### config.mk
export PLATFORM = sky130hd
export DESIGN_NAME = led_envelope
export DESIGN_NICKNAME = d
export VERILOG_FILES = /design/src/rtl/led_envelope.sv
export SDC_FILE = /design/constraint.sdc
export NUM_CORES = 1
export LEC_CHECK = 0
export ABC_AREA = 1
export CORE_MARGIN = 8
export CORE_UTILIZATION = 55
export CTS_CLUSTER_SIZE = 24
export DETAILED_ROUTE_END_ITERATION = 6
export PLACE_DENSITY_LB_ADDON = 0.12
export REMOVE_ABC_BUFFERS = 1
export SYNTH_ARGS = -nofsm -noshare
export SYNTH_HDL_FRONTEND = slang
export SYNTH_SLANG_ARGS = --single-unit
### constraint.sdc
create_clock -name CLK -period 3.2 [get_ports CLK]
set_clock_uncertainty 0.1 [all_clocks]
set_input_delay 0.96 -clock CLK [delete_from_list [all_inputs] [get_ports CLK]]
set_output_delay 0.96 -clock CLK [all_outputs]
set_load 0.05 [all_outputs]
### src/rtl/led_envelope.sv
// LED brightness envelope: attack/hold/decay ramp driven by GATE,
// converted to a glitch-free PWM output whose duty updates once per PWM period.
module led_envelope #(
    parameter int WIDTH    = 8,
    parameter int PRESCALE = 16
) (
    input  logic             CLK,
    input  logic             R,
    input  logic             GATE,
    input  logic [WIDTH-1:0] ATTACK_STEP,
    input  logic [WIDTH-1:0] DECAY_STEP,
    output logic [WIDTH-1:0] LEVEL,
    output logic             PWM,
    output logic             BUSY
);

    localparam int PW = (PRESCALE > 1) ? $clog2(PRESCALE) : 1;
    localparam logic [WIDTH-1:0] MAX = '1;
    localparam logic [PW-1:0] PLAST = PW'(PRESCALE - 1);

    typedef enum logic [1:0] {IDLE, ATTACK, HOLD, DECAY} state_t;

    state_t           r_state;
    state_t           w_state_nx;
    logic [PW-1:0]    r_pre;
    logic [WIDTH-1:0] r_level;
    logic [WIDTH-1:0] w_level_nx;
    logic [WIDTH-1:0] r_pcnt;
    logic [WIDTH-1:0] r_duty;
    logic             r_pwm;
    logic             w_tick;
    logic [WIDTH:0]   w_sum;

    assign w_tick = (r_pre == PLAST);
    assign w_sum  = {1'b0, r_level} + {1'b0, ATTACK_STEP};

    // A gate-driven transition wins over a level step in the same cycle.
    always_comb begin
        w_state_nx = r_state;
        w_level_nx = r_level;
        unique case (r_state)
            IDLE: begin
                w_level_nx = '0;
                if (GATE) w_state_nx = ATTACK;
            end
            ATTACK: begin
                if (!GATE) begin
                    w_state_nx = DECAY;
                end else if (w_tick) begin
                    w_level_nx = w_sum[WIDTH] ? MAX : w_sum[WIDTH-1:0];
                    if (w_level_nx == MAX) w_state_nx = HOLD;
                end
            end
            HOLD: begin
                w_level_nx = MAX;
                if (!GATE) w_state_nx = DECAY;
            end
            DECAY: begin
                if (GATE) begin
                    w_state_nx = ATTACK;
                end else if (w_tick) begin
                    w_level_nx = (DECAY_STEP >= r_level) ? '0
                                 : r_level - DECAY_STEP;
                    if (w_level_nx == '0) w_state_nx = IDLE;
                end
            end
            default: begin
                w_state_nx = IDLE;
                w_level_nx = '0;
            end
        endcase
    end

    always_ff @(posedge CLK) begin
        if (R) begin
            r_state <= IDLE;
            r_level <= '0;
            r_pre   <= '0;
        end else begin
            r_state <= w_state_nx;
            r_level <= w_level_nx;
            r_pre   <= w_tick ? '0 : r_pre + 1'b1;
        end
    end

    // Duty only reloads at the period boundary, so no runt pulses.
    always_ff @(posedge CLK) begin
        if (R) begin
            r_pcnt <= '0;
            r_duty <= '0;
            r_pwm  <= 1'b0;
        end else begin
            r_pcnt <= r_pcnt + 1'b1;
            if (r_pcnt == MAX) r_duty <= r_level;
            r_pwm  <= (r_duty == MAX) | (r_pcnt < r_duty);
        end
    end

    assign LEVEL = r_level;
    assign PWM   = r_pwm;
    assign BUSY  = (r_state != IDLE);

endmodule

==> reports/metrics.yaml, run 1 <==
sta:
  report.final.slew_viol_count: 0
  worst_pin_slew_ns: 0.507
  layout_min_cycle_time_ns: 3.00
  fmaxAchievable_mhz: 333
  relSlewSlack: 0.661
  setup_violations: 0
  hold_viol_final: 0
  fin_crit_sh: 0.938
  setup_ws_ns: 0.200
run:
  max_cap_viol_count: 0
layout:
  finalInstanceArea_um2: 3110
  layout_common_cells: "nand2_1, inv_1, nor2_1, dfxtp_1, nand3_1"
  final_util: 0.673
  filler_cell_count: 429
  mostFrequentLayoutCell: "nand2_1"
  nets: 494
  drive_above_1_share: 0.115
  diodes: 0
  synthToLayoutAreaGrowth_pct: 19.9
  stdcell_count: 496
pwr:
  pwr-share-clk: 0.138
  p_sw_frac: 0.471
  switchingPower_w: 0.000924
  ir_drop_mv: 0.563
  leakage_nw: 1.53
  seqPwrFrac: 0.251
  power.internal_w: 0.00104
  combinationalPowerShare: 0.611
  powerDensity_nw_per_um2: 630
cts:
  cts_max_level: 2
  cts.clk_slew.worst_paths_ns: 0.06
  clockBufferDepth: 2
  cts_tree: "yes"
  cts_setup_buffers: 0
  cts.sinks: 31
  clk_latency_ns: 0.27
  clockRootBuffer: "clkbuf_8"
  cts_inserted_buffers: 5
setup_path:
  path_max_fanout: 6
  r2r_cells: 17
  critical_path_class: "input pin to flop"
  cp.arrival_ns: 3.07
  end_kind: "flop"
  crit_path_start_kind: "input pin"
  worstPathRequired_ns: 3.27
placed_design:
  dp.cells: 490
  placed_cell_area_um2: 3030
  routabilityCongestion: 0.915
  post-place-ws_ns: -0.142
  port_buffers: 28
  dp_hpwl_mm: 4.82
routing:
  wirelength_mm: 5.94
  drc: 0
  drt-vias-per-instance: 5.08
  drtAntennaViolNets: 0
  drtIter0Drc: 79
  dr.pass1.iters: 4
  wire_per_inst_um: 12.0
  vias: 2519
synth:
  yosysUniqueCellTypes: 36
  netlist_area_um2: 2600
  synth_cells: 398
  yosys.area.top_type: "dfxtp_1"
  synth_top_area_frac: 0.239
  yosysSeqAreaShare: 0.239
  synthTopCellsByArea: "dfxtp_1, nand2_1, ha_1"
  yosys_warnings: 0
  ys_ff_latch: 31
  syn_avg_cell_area_um2: 6.53
global_routing:
  met1_usage: 0.207
  use_met3: 0.0361
  met2_usage: 0.324
  globalRouteOverflowTotal: 0
  grt_pass1_vias: 2426
  antenna_found_initial: 0
  grt.total_usage: 0.178
  grt_max_degree: 17
  grt_first_pass_wirelength_mm: 10.5
  busiest_layer: "met2"
hold_path:
  min_path_cells: 1
  worstHoldPathType: "flop to flop"
floorplanning:
  die_w_um: 84.7
  die_h_um: 84.7
  die_area_um2: 7180
  rows: 25
  core_area_um2: 4630
  io-pin-count: 29
  start_util: 0.561
status:
  outcome: "finished, final reports clean"
-- what timing repair did --
item	in CTS	in global routing
hold buffers	0	0
gates resized for setup	0	5
setup endpoints to repair	0	2
-- cells by family after synthesis --
group | Yosys count | synth area share
AOI/OAI and AO/OA | 50 | 0.103
xor gates and xnor gates | 7 | 0.0236
adders and majority gates | 32 | 0.160
buffers and inverters | 75 | 0.113
and+or+nand+nor | 202 | 0.357
DFF | 31 | 0.239
muxes | 1 | 0.00385
-- synth_stat cells, drive strengths merged --
master	count
a211oi	1
a21oi	30
buf	3
clkbuf	2
clkinv	1
dfxtp	31
fa	2
ha	30
inv	69
mux2i	1
nand2	113
nand3	33
nand3b	2
nand4	6
nor2	43
nor3	1
nor4	2
o211ai	2
o21a	1
o21ai	16
or2	2
xnor2	3
xor2	4
-- layer usage --
metal | routed length, um | part of all wire
met5 | 0 | 0
met4 | 29 | 0.0049
met3 | 293 | 0.049
met2 | 2820 | 0.48
met1 | 2790 | 0.47
-- registers in the layout, summed over array words and instances, names as in the netlist --
signal   cells
LEVEL        8
r_duty       8
r_pcnt       8
r_pre        4
r_state      2
PWM          1
-- cell type report --
cell class                      instances  area, um^2  area share
Clock buffer                            6        72.6      0.0233
Timing Repair Buffer                   43         393       0.126
Sequential cell                        31         621       0.199
Multi-Input combinational cell        292        1700       0.545
Inverter                               70         263      0.0844
Tap cell                               54        67.6      0.0217
-- critical path: stages --
cell,delay (ns)
clkdlybuf4s50_1,0.40
ha_1,0.23
fa_2,0.35
inv_1,0.06
nand2_1,0.06
nand2_2,0.09
nand3_2,0.08
nand2_4,0.10
nand2_4,0.08
nor2_2,0.16
nor2_2,0.06
nand3_1,0.10
nand2_1,0.07
nand2_2,0.10
nand3_1,0.07
nand2_1,0.06
nor2_1,0.04
-- worst paths after layout --
kind	to	startpoint	slack, ns
max	r_state[0]	DECAY_STEP[0]	0.20
min	r_pre[0]	r_pre[0]	0.34
max reg2reg	r_state[0]	LEVEL[0]	0.76
min reg2reg	r_pre[0]	r_pre[0]	0.34
-- stage by stage --
step | TNS [ns] | total power [W] | hold slack [ns]
floorplan | 0 | 0.00132 | 0.318
global placement | -0.289 | 0.00167 | 0.332
detailed placement | -0.352 | 0.00169 | 0.341
CTS | 0 | 0.00197 | 0.351
global route | -0.00469 | 0.00214 | 0.370
finish | 0 | 0.00196 | 0.344
-- power groups by stage --
stage,Clock (W),Sequential [W],Combinational (W)
2_1_floorplan,0,0.000570,0.000750
3_3_place_gp,0,0.000503,0.00117
3_5_place_dp,0,0.000503,0.00118
4_1_cts,0.000280,0.000496,0.00119
5_1_grt,0.000298,0.000502,0.00134
6_report,0.000271,0.000493,0.00120
Power figures use the tool's default switching activity.
==> run 2, diff against run 1 <==
==> constraint.sdc (replaced) <==
create_clock -name CLK -period 3.23 [get_ports CLK]
set_clock_uncertainty 0.1 [all_clocks]
set_input_delay 0.969 -clock CLK [delete_from_list [all_inputs] [get_ports CLK]]
set_output_delay 0.969 -clock CLK [all_outputs]
set_load 0.05 [all_outputs]
==> reports/metrics.yaml, run 2 (same netlist as run 1, synthesis figures left out) <==
floorplanning:
  io-pin-count: 29  # unchanged
  die_w_um: 84.7  # unchanged
  rows: 25  # unchanged
  core_area_um2: 4630  # unchanged
  die_area_um2: 7180  # unchanged
  start_util: 0.561  # unchanged
  die_h_um: 84.7  # unchanged
pwr:
  leakage_nw: 1.53  # about the same
  ir_drop_mv: 0.603  # +7.0%
  powerDensity_nw_per_um2: 627  # -0.47%
setup_path:
  critical_path_class: "input pin to flop"
  crit_path_start_kind: "input pin"
  end_kind: "flop"
  cp.depth: 17  # unchanged
  r2r_cells: 17  # unchanged
  cp.arrival_ns: 3.08  # about the same
  cp_num_buf_inv: 2  # unchanged
  reg2reg_slack_ns: 0.78  # +0.02 ns
  endpoint: "r_state[0]"
  cpPeakStageDelay_ns: 0.40  # about the same
  path_max_fanout: 6  # unchanged
  startpoint: "DECAY_STEP[0]"
  critPathTopFamily: "simple AND/OR/NAND/NOR gates"
  cp_slowest_cell: "clkdlybuf4s50_1"
  cpMostUsedCell: "nand2_1"
  reg2reg_from: "LEVEL[0]"
  path_cells: "clkdlybuf4s50_1 -> ha_1 -> fa_2 -> inv_1 -> nand2_1 -> nand2_2 -> nand3_2 -> nand2_4 -> nand2_4 -> nor2_2 -> nor2_1 -> nand3_1 -> nand2_1 -> nand2_2 -> nand3_1 -> nand2_1 -> nor2_1"
  r2r_end: "r_state[0]"
  worstPathRequired_ns: 3.31  # +0.04 ns
cts:
  cts.sinks: 31  # unchanged
  postCtsHoldBufs: 0  # unchanged
  cts.clk_slew.worst_paths_ns: 0.06  # about the same
  cts_tree: "yes"
  cts_max_level: 2  # unchanged
  cts_inserted_buffers: 5  # unchanged
  clockBufferDepth: 2  # unchanged
  clockRootBuffer: "clkbuf_8"
  clk_latency_ns: 0.28  # about the same
routing:
  wire_per_inst_um: 12.3  # +3.1%
  drtIter0Drc: 122  # +54%
  vias: 2490  # -1.2%
  wirelength_mm: 6.12  # +3.1%
  drc: 0  # unchanged
  dr.pass1.iters: 4  # unchanged
  drt-vias-per-instance: 5.02  # -1.2%
  drtAntennaViolNets: 0  # unchanged
sta:
  holdWs_ns: 0.344  # +0.000526 ns
  finalSetupTns_ns: 0  # unchanged
  setup_ws_ns: 0.221  # +0.0211 ns
  hold_viol_final: 0  # unchanged
  fmaxAchievable_mhz: 332
  setup_violations: 0  # unchanged
  report.final.slew_viol_count: 0  # unchanged
  fin_crit_sh: 0.932
  grt_setup_unrepaired: "false"
  relSlewSlack: 0.663  # +0.00247
  layout_min_cycle_time_ns: 3.01
  worst_pin_slew_ns: 0.504  # -0.00370 ns
global_routing:
  met2_usage: 0.319  # -0.00429
  grt_pass1_vias: 2383  # -1.8%
  met1_usage: 0.202  # -0.00567
  use_met3: 0.0410  # +0.00488
  grt_max_degree: 17  # unchanged
  grt_first_pass_wirelength_mm: 10.5  # -0.13%
  antenna_found_initial: 0  # unchanged
  globalRouteOverflowTotal: 0  # unchanged
  grt.total_usage: 0.179  # +0.000992
  busiest_layer: "met2"
layout:
  layout_common_cells: "nand2_1, inv_1, nor2_1, dfxtp_1"
  diodes: 0  # unchanged
  synthToLayoutAreaGrowth_pct: 20.4
  drive_above_1_share: 0.113  # -0.00226
  stdcell_count: 496  # unchanged
  nets: 492  # -0.40%
  mostFrequentLayoutCell: "nand2_1"
placed_design:
  dp.cells: 488  # -0.41%
  port_buffers: 28  # unchanged
  post-place-ws_ns: -0.139  # +0.00279 ns
  routabilityCongestion: 0.906  # -1.0%
  dp_hpwl_mm: 4.86  # +0.77%
status:
  outcome: "finished, final reports clean"
run:
  max_cap_viol_count: 0  # unchanged
hold_path:
  worstHoldPathType: "flop to flop"
run 2: stage by stage:
| stage | utilization | area, um^2 | total power, W |
|---|---|---|---|
| after detailed placement | 0.651 | 3010 | 0.00165 |
| after floorplan | - | 2570 | 0.00131 |
| after global routing | 0.676 | 3130 | 0.00213 |
| after global placement | 0.651 | 3010 | 0.00163 |
| final | 0.676 | 3130 | 0.00196 |
| after CTS | 0.668 | 3090 | 0.00195 |
run 2: metal layers:
layer  wire length, um  vias to the layer above
li1                  -                     1344
met1              2750                     1085
met2              2910                       52
met3               345                        9
met4               108                        0
met5                 0                        -
run 2: timing repair:
action | 4_1_cts | 5_1_grt
resized for setup | 0 | 8
setup endpoints to repair | 0 | 2
buffers inserted | 0 | 0
run 2: report_power, final:
part | total, W | leakage (nW) | internal (W) | switching, W
combinational | 0.00118 | 1.24 | 0.000445 | 0.000736
sequential | 0.000491 | 0.252 | 0.000428 | 0.0000632
clock | 0.000289 | 0.0422 | 0.000151 | 0.000138
total | 0.00196 | 1.53 | 0.00102 | 0.000937
run 2: area by class of cell:
class                   count  area (um^2)
multi-input cells         292         1720
fillers                   444         1500
flip-flops and latches     31          621
repair buffers             41          378
inverters                  70          263
clock buffers               7         76.3
well taps                  54         67.6
clock inverters             1         5.00
run 2: how the worst min path moves through the flow:
stage          slack [ns]       end  depth (start not counted)  startpoint
2_1_floorplan        0.32  r_pre[0]                          1    r_pre[0]
3_3_place_gp         0.33  r_pre[0]                          1    r_pre[0]
3_5_place_dp         0.34  r_pre[0]                          1    r_pre[0]
4_1_cts              0.35  r_pre[0]                          1    r_pre[0]
5_1_grt              0.37  r_pre[0]                          1    r_pre[0]
6_report             0.34  r_pre[0]                          1    r_pre[0]
==> run 3, diff against run 2 <==
--- a/config.mk
+++ b/config.mk
@@ -6,7 +6,6 @@
 export NUM_CORES = 1
 export LEC_CHECK = 0
 export ABC_AREA = 1
-export CORE_MARGIN = 8
 export CORE_UTILIZATION = 55
 export CTS_CLUSTER_SIZE = 24
 export DETAILED_ROUTE_END_ITERATION = 6
==> reports/metrics.yaml, run 3 (same netlist as run 1, synthesis figures left out) <==
global_routing:
  globalRouteOverflowTotal: 0  # unchanged
  grt_max_degree: 17  # unchanged
  grt_pass1_vias: 2230  # -6.4%
  antenna_found_initial: 0  # unchanged
  grt_first_pass_wirelength_mm: 9.72  # -7.1%
  grt.total_usage: 0.246  # +0.0674
layout:
  final_util: 0.692  # +0.0166
  diodes: 0  # unchanged
  drive_above_1_share: 0.105  # -0.00834
  nets: 489  # -0.61%
  mostFrequentLayoutCell: "nand2_1"
  layout_common_cells: "nand2_1, inv_1, nor2_1, dfxtp_1, nand3_1"
  synthToLayoutAreaGrowth_pct: 18.4
pwr:
  leakage_nw: 1.52  # -1.1%
  ir_drop_mv: 0.831  # +38%
  powerDensity_nw_per_um2: 624  # -0.44%
floorplanning:
  die_area_um2: 5000  # -30%
  die_w_um: 70.7  # -17%
  die_h_um: 70.7  # -17%
  io-pin-count: 29  # unchanged
  start_util: 0.584  # +0.0234
  core_area_um2: 4440  # -4.0%
  rows: 24  # -4.0%
sta:
  holdWs_ns: 0.346  # +0.00175 ns
  relSlewSlack: 0.670  # +0.00718
  report.final.slew_viol_count: 0  # unchanged
  hold_viol_final: 0  # unchanged
  fin_crit_sh: 0.953  # +0.0217
  grt_setup_unrepaired: "false"
  setup_violations: 0  # unchanged
  finalSetupTns_ns: 0  # unchanged
  worst_pin_slew_ns: 0.493  # -0.0107 ns
  layout_min_cycle_time_ns: 3.08  # +0.0702 ns
  fmaxAchievable_mhz: 325  # -2.3%
routing:
  drtAntennaViolNets: 0  # unchanged
  dr.pass1.iters: 6  # +2
  wirelength_mm: 5.68  # -7.1%
  wire_per_inst_um: 11.6  # -6.2%
  drt-vias-per-instance: 5.10  # +1.5%
  drc: 4  # +4
  drtIter0Drc: 104  # -15%
  vias: 2502  # +0.48%
setup_path:
  reg2reg_slack_ns: 0.72  # -0.06 ns
  r2r_cells: 17  # unchanged
  reg2reg_from: "LEVEL[0]"
  worstPathRequired_ns: 3.31  # about the same
  r2r_end: "r_state[0]"
  end_kind: "flop"
  path_max_fanout: 6  # unchanged
  cp.arrival_ns: 3.16  # +0.08 ns
  critical_path_class: "input pin to flop"
  crit_path_start_kind: "input pin"
hold_path:
  hold_path_end: "r_pre[0]"
  hp-start: "r_pre[0]"
  min_path_cells: 1  # unchanged
  worstHoldPathType: "flop to flop"
cts:
  clockBufferDepth: 2  # unchanged
  cts.sinks: 31  # unchanged
  clockRootBuffer: "clkbuf_8"
  clk_latency_ns: 0.28  # about the same
  cts_max_level: 2  # unchanged
  cts_tree: "yes"
  cts_inserted_buffers: 5  # unchanged
  cts.clk_slew.worst_paths_ns: 0.07  # about the same
  cts_setup_buffers: 0  # unchanged
run:
  max_cap_viol_count: 0  # unchanged
status:
  outcome: "complete, but fails checks"
  violations: "design-rule violations"
placed_design:
  dp_hpwl_mm: 4.49  # -7.6%
  port_buffers: 28  # unchanged
  routabilityCongestion: 0.893  # -1.4%
-- run 3: cell types whose count changed in the layout (fill, tap and decap cells not counted), moves of 2 or more --
cell,change
buf_4,-3
nor2_2,+3
nor2_4,-3
clkbuf_1,-2
clkinv_2,+2
-- run 3: worst max path at each step --
stage,startpoint,endpoint
3_5_place_dp,ATTACK_STEP[0],r_state[0]
6_report,DECAY_STEP[0],r_state[0]
3_3_place_gp,ATTACK_STEP[0],r_state[1]
2_1_floorplan,ATTACK_STEP[0],r_state[0]
5_1_grt,DECAY_STEP[0],r_state[0]
4_1_cts,ATTACK_STEP[0],r_state[1]
-- run 3: stage by stage --
stage          setup slack, ns  area [um^2]  total power [W]  instances
3_3_place_gp           -0.0910         2990          0.00160        483
4_1_cts                  0.164         3070          0.00192        491
3_5_place_dp            -0.139         2990          0.00162        483
6_report                 0.151         3080          0.00192        491
2_1_floorplan            0.486         2570          0.00131        393
5_1_grt                0.00834         3080          0.00208        491
-- run 3: critical path, stage by stage --
cell and delay [ns]:
clkdlybuf4s50_1 0.40, ha_1 0.22, fa_1 0.40, inv_1 0.07, nand2_1 0.04, nand2_1 0.10, nand3_2 0.10, nand2_4 0.10
nand2_4 0.08, nor2_2 0.16, nor2_2 0.05, nand3_1 0.07, nand2_1 0.09, nand2_2 0.12, nand3_1 0.07, nand2_1 0.07
nor2_1 0.05
-- run 3: power breakdown --
part	total [W]	switching, W	leakage, nW	internal (W)
combinational	0.00113	0.000705	1.22	0.000428
clock	0.000289	0.000142	0.0477	0.000147
sequential	0.000499	0.0000712	0.252	0.000428
-- run 3: routing by layer --
| metal | GRT usage | vias to the layer above | wire (um) |
|---|---|---|---|
| met5 | 0 | - | 0 |
| met4 | 0.0622 | 0 | 58 |
| met3 | 0.0584 | 12 | 297 |
| met2 | 0.415 | 47 | 2570 |
| met1 | 0.319 | 1104 | 2750 |
| li1 | - | 1339 | - |
-- run 3: repair_timing --
| action | 4_1_cts | 5_1_grt |
|---|---|---|
| endpoints found under the setup margin | 0 | 2 |
| resized for setup | 0 | 2 |
| hold buffers | 0 | 0 |
-- run 3: layout make-up --
class | count | area [um^2]
tap | 52 | 65.1
multi-input combinational | 292 | 1690
inverter | 70 | 263
fill | 397 | 1370
clock inverter | 3 | 15.0
sequential | 31 | 621
clock buffer | 5 | 68.8
timing repair buffer | 38 | 355
